`src/rtl/obuf_frame_writer.sv`:
```
// obuf_frame_writer: drains RGB565 pixels from the camera output FIFO into a linear
// frame buffer, aligned to the synchronized camera start-of-frame flag.
module obuf_frame_writer #(
    parameter int H_ACTIVE   = 640,
    parameter int V_ACTIVE   = 480,
    parameter int ADDR_WIDTH = 19,
    parameter int DATA_WIDTH = 16
) (
    input  logic                  i_clk,
    input  logic                  i_rst,
    input  logic                  i_enable,
    input  logic                  i_sof,
    output logic                  o_obuf_rd,
    input  logic [DATA_WIDTH-1:0] i_obuf_data,
    input  logic                  i_obuf_empty,
    output logic                  o_fb_we,
    output logic [ADDR_WIDTH-1:0] o_fb_addr,
    output logic [DATA_WIDTH-1:0] o_fb_wdata,
    output logic                  o_frame_done,
    output logic                  o_short_frame,
    output logic [7:0]            o_frame_cnt,
    output logic                  o_busy
);
    // state | meaning
    // IDLE  | waiting for an enabled SOF; FIFO data dropped
    // FILL  | writing pixels to addresses 0..H_ACTIVE*V_ACTIVE-1
    // DRAIN | frame complete; surplus pixels dropped until next SOF

    localparam logic [ADDR_WIDTH-1:0] LAST_ADDR = ADDR_WIDTH'(H_ACTIVE * V_ACTIVE - 1);

    typedef enum logic [1:0] {ST_IDLE, ST_FILL, ST_DRAIN} state_t;

    state_t                  state_q, state_d;
    logic [ADDR_WIDTH-1:0]   pix_cnt_q, pix_cnt_d;
    logic                    sof_s1_q, sof_s1_d;
    logic                    sof_s2_q, sof_s2_d;
    logic                    sof_s3_q, sof_s3_d;
    logic                    sof_p_q, sof_p_d;
    logic                    rd_q, rd_d;
    logic                    fb_we_q, fb_we_d;
    logic [ADDR_WIDTH-1:0]   fb_addr_q, fb_addr_d;
    logic [DATA_WIDTH-1:0]   fb_wdata_q, fb_wdata_d;
    logic                    frame_done_q, frame_done_d;
    logic                    short_frame_q, short_frame_d;
    logic [7:0]              frame_cnt_q, frame_cnt_d;

    // Read whenever data is present so the camera-side FIFO never backs up.
    assign o_obuf_rd     = !i_obuf_empty && !i_rst;
    assign o_fb_we       = fb_we_q;
    assign o_fb_addr     = fb_addr_q;
    assign o_fb_wdata    = fb_wdata_q;
    assign o_frame_done  = frame_done_q;
    assign o_short_frame = short_frame_q;
    assign o_frame_cnt   = frame_cnt_q;
    assign o_busy        = (state_q == ST_FILL);

    always_comb begin
        sof_s1_d      = i_sof;
        sof_s2_d      = sof_s1_q;
        sof_s3_d      = sof_s2_q;
        sof_p_d       = sof_s2_q && !sof_s3_q;
        rd_d          = o_obuf_rd;
        state_d       = state_q;
        pix_cnt_d     = pix_cnt_q;
        fb_we_d       = 1'b0;
        fb_addr_d     = fb_addr_q;
        fb_wdata_d    = fb_wdata_q;
        frame_done_d  = 1'b0;
        short_frame_d = 1'b0;
        frame_cnt_d   = frame_cnt_q;
        case (state_q)
            ST_IDLE: begin
                if (sof_p_q && i_enable) begin
                    state_d   = ST_FILL;
                    pix_cnt_d = '0;
                end
            end
            ST_FILL: begin
                // The final pixel is kept even if SOF lands on it; otherwise SOF wins.
                if (rd_q && (pix_cnt_q == LAST_ADDR)) begin
                    fb_we_d      = 1'b1;
                    fb_addr_d    = pix_cnt_q;
                    fb_wdata_d   = i_obuf_data;
                    frame_done_d = 1'b1;
                    frame_cnt_d  = frame_cnt_q + 8'd1;
                    pix_cnt_d    = '0;
                    if (sof_p_q) begin
                        state_d = i_enable ? ST_FILL : ST_IDLE;
                    end else begin
                        state_d = ST_DRAIN;
                    end
                end else if (sof_p_q) begin
                    short_frame_d = 1'b1;
                    pix_cnt_d     = '0;
                    state_d       = i_enable ? ST_FILL : ST_IDLE;
                end else if (rd_q) begin
                    fb_we_d    = 1'b1;
                    fb_addr_d  = pix_cnt_q;
                    fb_wdata_d = i_obuf_data;
                    pix_cnt_d  = pix_cnt_q + 1'b1;
                end
            end
            ST_DRAIN: begin
                if (sof_p_q) begin
                    state_d   = i_enable ? ST_FILL : ST_IDLE;
                    pix_cnt_d = '0;
                end
            end
            default: begin
                state_d = ST_IDLE;
            end
        endcase
    end

    always_ff @(posedge i_clk or posedge i_rst) begin
        if (i_rst) begin
            state_q       <= ST_IDLE;
            pix_cnt_q     <= '0;
            sof_s1_q      <= 1'b0;
            sof_s2_q      <= 1'b0;
            sof_s3_q      <= 1'b0;
            sof_p_q       <= 1'b0;
            rd_q          <= 1'b0;
            fb_we_q       <= 1'b0;
            fb_addr_q     <= '0;
            fb_wdata_q    <= '0;
            frame_done_q  <= 1'b0;
            short_frame_q <= 1'b0;
            frame_cnt_q   <= '0;
        end else begin
            state_q       <= state_d;
            pix_cnt_q     <= pix_cnt_d;
            sof_s1_q      <= sof_s1_d;
            sof_s2_q      <= sof_s2_d;
            sof_s3_q      <= sof_s3_d;
            sof_p_q       <= sof_p_d;
            rd_q          <= rd_d;
            fb_we_q       <= fb_we_d;
            fb_addr_q     <= fb_addr_d;
            fb_wdata_q    <= fb_wdata_d;
            frame_done_q  <= frame_done_d;
            short_frame_q <= short_frame_d;
            frame_cnt_q   <= frame_cnt_d;
        end
    end

endmodule

```
`config.mk`:
```
export PLATFORM = sky130hd
export DESIGN_NAME = obuf_frame_writer
export DESIGN_NICKNAME = d
export VERILOG_FILES = /design/src/rtl/obuf_frame_writer.sv
export SDC_FILE = /design/constraint.sdc
export NUM_CORES = 1
export LEC_CHECK = 0
export CORE_MARGIN = 4
export CORE_UTILIZATION = 57
export CTS_BUF_LIST = sky130_fd_sc_hd__clkbuf_8
export DETAILED_ROUTE_END_ITERATION = 7
export PLACE_DENSITY = 0.95
export SLEW_MARGIN = 20
export SYNTH_ARGS = -nofsm -noshare
export SYNTH_HDL_FRONTEND = slang
export SYNTH_SLANG_ARGS = --single-unit
export TNS_END_PERCENT = 50
```
`constraint.sdc`:
```
create_clock -name i_clk -period 4.6 [get_ports i_clk]
set_clock_uncertainty 0.15 [all_clocks]
set_input_delay 0.69 -clock i_clk [delete_from_list [all_inputs] [get_ports i_clk]]
set_output_delay 0.69 -clock i_clk [all_outputs]
set_load 0.02 [all_outputs]
```
# Yosys cells after proc, flatten, opt, wreduce, memory -nomap -nowiden
# Index checks and enable logic that the tools add are counted.
classes:
  add_sub_neg: 2
  eq_ne: 7
  n_mux: 27
  reduce_logical: 13
op_table:
  columns: ["cell", "n"]
  rows:
  - ["$mux 19", 8]
  - ["$pmux 19 s3", 1]
  - ["$mux 16", 3]
  - ["$add 19x1->19 const B", 1]
  - ["$eq 19x19->1 const B", 1]
  - ["$mux 1", 10]
  - ["$add 8x1->8 const B", 1]
  - ["$mux 2", 4]
  - ["$pmux 2 s3", 1]
  - ["$logic_and 1x1->1", 4]
  - ["$ne 2x2->1 const B", 2]
  - ["$ne 4x1->1 const B", 1]
  - ["$reduce_and 4->1", 1]
  - ["$logic_not 1->1", 3]
  - ["$reduce_and 3->1", 1]
  - ["$reduce_bool 3->1", 1]
  - ["$eq 2x1->1 const B", 1]
  - ["$eq 2x2->1 const B", 1]
  - ["$logic_not 2->1", 1]
  - ["$ne 2x1->1 const B", 1]
  - ["$reduce_and 2->1", 1]
  - ["$reduce_bool 2->1", 1]
word_totals:
  register_bits: 72
  inputBits: 21
  output_inout_bits: 48
  word_cells: 62

# Logic depth before layout (Yosys ltp)
logic_depth:
  word_depth: 5
  mapped_depth: 8
  mapped_depth_nobuf: 6

# Worst setup path before layout
# No wires, ideal clock.
synth_timing:
  kind: "register -> register"
  startpoint: "register pix_cnt_q[0]"
  endpoint: "register fb_addr_q[0] (netlist: o_fb_addr[0])"
  setup_time_ns: 0.125
  arrival_ns: 1.993
  required_time_ns: 4.325
  setup_slack_ns: 2.332
  path_stages_with_launch: 9
  n_path_buf: 2
  period_less_slack_ns: 2.268
  cell_sequence: "dfrtp_1 > ha_1 > nand3_1 > nor3_4 > nand2_4 > a21boi_2 > buf_6 > buf_12 > mux2_4"
synth_between:
  elab_chain_cells: 4
  word_cells_on_any_way: 8
  classes_between: "eq/ne: 2; mux: 3; reduce/logical: 3"
synth_rtl:
  columns: ["element", "line", "source"]
  rows:
  - ["start: declaration", "34", "logic [ADDR_WIDTH-1:0] pix_cnt_q, pix_cnt_d;"]
  - ["start signal: assignment", "132", "pix_cnt_q <= pix_cnt_d;"]
  - ["$eq 19x19->1", "80", "if (rd_q && (pix_cnt_q == LAST_ADDR)) begin"]
  - ["$logic_and 1x1->1", "80", null]
  - ["$ne 2x1->1 (no source line) or $reduce_bool 2->1 (tied branches)", null, null]
  - ["$reduce_and 3->1 (no source line)", null, null]
  - ["end signal: assignment", "139", "fb_addr_q <= fb_addr_d;"]
  - ["end: declaration", "41", "logic [ADDR_WIDTH-1:0] fb_addr_q, fb_addr_d;"]
# Several ways; a longest one is shown, not always the timed one. The select of a mux whose other input is x is not followed.
# A chain may end at the register's enable or synchronous reset.

# Worst setup path in the final report
layout_timing:
  startpoint: "register pix_cnt_q[0]"
  endpoint: "register fb_addr_q[12] (netlist: o_fb_addr[12])"
layout_between:
  elab_chain_cells: 4
  word_cells_on_any_way: 6
  classes_between: "eq/ne: 2; mux: 1; reduce/logical: 3"
layout_rtl:
  columns: ["element", "line"]
  rows:
  - ["$eq 19x19->1 *", "80"]
  - ["$logic_and 1x1->1 *", "80"]
  - ["$ne 2x1->1 (no source line) or $reduce_bool 2->1 (tied branches)", null]
  - ["$reduce_and 3->1 (no source line)", null]
# Mark *: on every way between the ends. The rest lies on a longest branch, timed or not.

==> metrics.md <==
| Metric | Value |
|---|---|
| CTS Sinks | `72` |
| Ant diodes | `0` |
| Finished Cell Area | `between 4000 and 5000 um2` |
| Busiest grt layer | `met2` |
| Top cell type's share of synthesized area | `54.9%` |
| Mapped Nets | `279` |
| Most instantiated library cell after synthesis | `dfrtp_1` |
| Max IR drop VDD | `0.247 mV` |
| Count of state elements after synthesis | `slightly above 70` |
| Fraction of layout cells with a size suffix above 1 | `19.9%` |
| Initial core utilization | `~59%` |
| Nature of the critical path endpoint | `flop` |
| Area growth, synth to finish | `28.0%` |
| Post-layout util | `~76%` |
| Die H | `approximately 84 um` |
| Core area | `~5500 um2` |
| Post-layout net count | `between 300 and 400` |
| Post-synthesis sequential area ratio | `approximately 55%` |
| Final setup viols | `0` |
| HPWL Detailed | `4880 um` |
| Tcrit/Tclk final | `between 60 and 70%` |
| Final ANT Viol Nets | `0` |
| Synth top area cells | `dfrtp_1, mux2_4, nand3_1` |
| Worst-path clk slew | `around 0.070 ns` |
| Global routing usage on met3 | `about 4.7%` |
| Endpoints failing hold | `0` |
| Ys flop type | `dfrtp_1` |
| # rows | `27` |
| Starting DRT DRC Count | `approximately 220` |
| Post-synth EDFFs | `0` |
| CTS tree | `done` |
| Post-CTS Setup Bufs | `0` |
| RSZ-0062 raised after global routing | `no` |
| Worst-Margin Slew | `0.905 ns` |
| CP max stage cell | `a21boi_4` |
| Vias per cell | `around 5.9` |
| Die X | `83.9 um` |
| DR DRC count | `0` |
| Crit-path max FO | `26` |
| Post-CTS Hold Buffers | `0` |
| Max_cap viols | `0` |
| Total Power | `approximately 2 mW` |
| CP cell instances | `ha_1 -> nand3_1 -> nor3_4 -> nand2_4 -> a21boi_4 -> buf_4 -> mux2_2` |
| Max Root-Sink Buffers | `2` |
| Crit path DAT | `~3.3 ns` |
| Hold Crit Class | `reg -> reg` |
| Setup TNS | `0 ns` |
| Synth Instances | `between 200 and 300` |
| Hold slack | `about 0.20 ns` |
| Root Buffer Master | `clkbuf_8` |
| Largest net degree at the start of global routing | `56` |
| Outcome | `finished, final reports clean` |
| Die area | `between 7000 and 8000 um2` |
| Yosys top cell by area | `dfrtp_1` |
| Post-CTS resize count | `0` |
| First-pass detailed-route iteration total | `4` |
| Worst setup SP type | `flop` |
| Vias in the first global route | `~2,300` |
| Most common library cells after synthesis | `dfrtp_1, mux2_4, nand2_1` |
| IO Pins | `slightly below 70` |
| Post-Route WL | `slightly above 7000 um` |
| Slew Viols, Final | `0` |
| CP Class | `reg -> reg` |
| Slew HR | `slightly below 40%` |
| Via count | `approximately 2,400` |
| Peak Freq | `315 MHz` |
| Synth cell types | `a little over 40` |
| Worst EP required | `between 4 and 5 ns` |
| GRT Total Usage | `roughly a fifth` |
| Gr ovfl total | `0` |
| Power density cells | `between 400 and 500 nW/um2` |
| CTS buffer count | `9` |
| IO buf count | `a little under 70` |
| Async SR Flop Fraction | `between 90% and 100%` |
| Synth Area per Inst | `12.8 um2` |
| Initial antenna violation count | `0` |
| Clock latency on the worst-skew pair | `0.34 ns` |
| WL per Instance | `between 15 and 20 um` |
| Max stage delay on crit path | `0.50 ns` |
| Cell Area, Synth | `about 3300 um2` |
| Routing usage on met2 | `between 30% and 40%` |
| H-tree levels | `3` |
| Routability cong. | `just under 0.9` |
| Min Clock Period, post-route | `~3.2 ns` |
| Ys Warns | `0` |
| Pleak | `1.83 nW` |
| First-pass GRT wire length | `between 10,000 and 15,000 um` |
| Cell Area, Placed | `3980 um2` |
| Met1 Resource Use GR | `a little over a quarter` |
[through the flow]
stage / worst slack, ns / std cells
2_1_floorplan: 1.94 / 256
3_3_place_gp: 1.61 / 387
3_5_place_dp: 1.47 / 387
4_1_cts: 1.45 / 403
5_1_grt: 1.26 / 403
6_report: 1.43 / 403
[worst max-delay path: cells and delay by family, from the launching register on]
family	cells	cell delay (ns)
and+or+nand+nor	3	0.83
AOI/OAI and AO/OA	1	0.50
buffers and inverters	1	0.49
DFF	1	0.44
muxes	1	0.39
adders and majority gates	1	0.23
[cells by family (layout without fill, tap and decap cells)]
family,after synthesis,count (layout),share of synthesized area [%]
xor+xnor,7,7,1.87
fa+ha+maj,2,2,0.762
mux,39,39,16.6
flops,72,72,54.9
buf+inv,16,91,3.70
compound gates,39,39,8.15
simple gates,81,81,14.1
[metal layers]
layer / vias up / wire [um] / share of wire, %
li1: 1083 / - / -
met1: 1172 / 2930 / 41
met2: 115 / 3590 / 50
met3: 14 / 436 / 6.1
met4: 0 / 164 / 2.3
met5: - / 0 / 0
[layout make-up]
cell class	count	area (um2)
Fill cell	339	1340
Tap cell	72	90.1
Clock inverter	6	82.6
Clock buffer	10	138
Multi-Input combinational cell	168	1370
Inverter	4	16.3
Timing Repair Buffer	71	703
Sequential cell	72	1800
[layout by cell type, fill, tap and decap left out, types with 3 or more instances in the layout]
cell and count:
a41oi_1 6, nand3_1 23, a21oi_1 4, mux2_2 8, buf_4 3, a31oi_1 14
o21ai_0 6, nand2_1 25, mux2_4 29, nand2b_1 3, clkinv_2 4, xor2_1 3
xnor2_1 4, clkdlybuf4s50_1 68, nor2_1 5, clkbuf_8 10, dfrtp_1 72, and4_1 3
nand4_1 4, inv_1 3, and3_1 5
[path summary, 6_finish.rpt]
check,startpoint,end,slack [ns],cells after the start
setup / recovery,pix_cnt_q[0],o_fb_addr[12],1.43,7
hold / removal,sof_s1_q,sof_s2_q,0.20,0
setup reg to reg,pix_cnt_q[0],o_fb_addr[12],1.43,7
hold reg to reg,sof_s1_q,sof_s2_q,0.20,0
max in group asynchronous,i_rst,o_frame_cnt[4],2.82,3
min in group asynchronous,i_rst,rd_q,0.72,2
[flip-flops by register name, summed over array words and instances, names as in the netlist]
signal         flops
o_short_frame      1
o_fb_addr         19
pix_cnt_q         19
state_q            2
sof_p_q            1
sof_s3_q           1
rd_q               1
o_frame_done       1
o_fb_we            1
sof_s1_q           1
o_fb_wdata        16
o_frame_cnt        8
sof_s2_q           1
[power breakdown]
part | internal, mW | total, mW | switching (mW)
clock | 0.317 | 0.542 | 0.225
combinational | 0.328 | 0.584 | 0.255
sequential | 0.765 | 0.884 | 0.119
total | 1.41 | 2.01 | 0.600
Power figures use the tool's default switching activity.
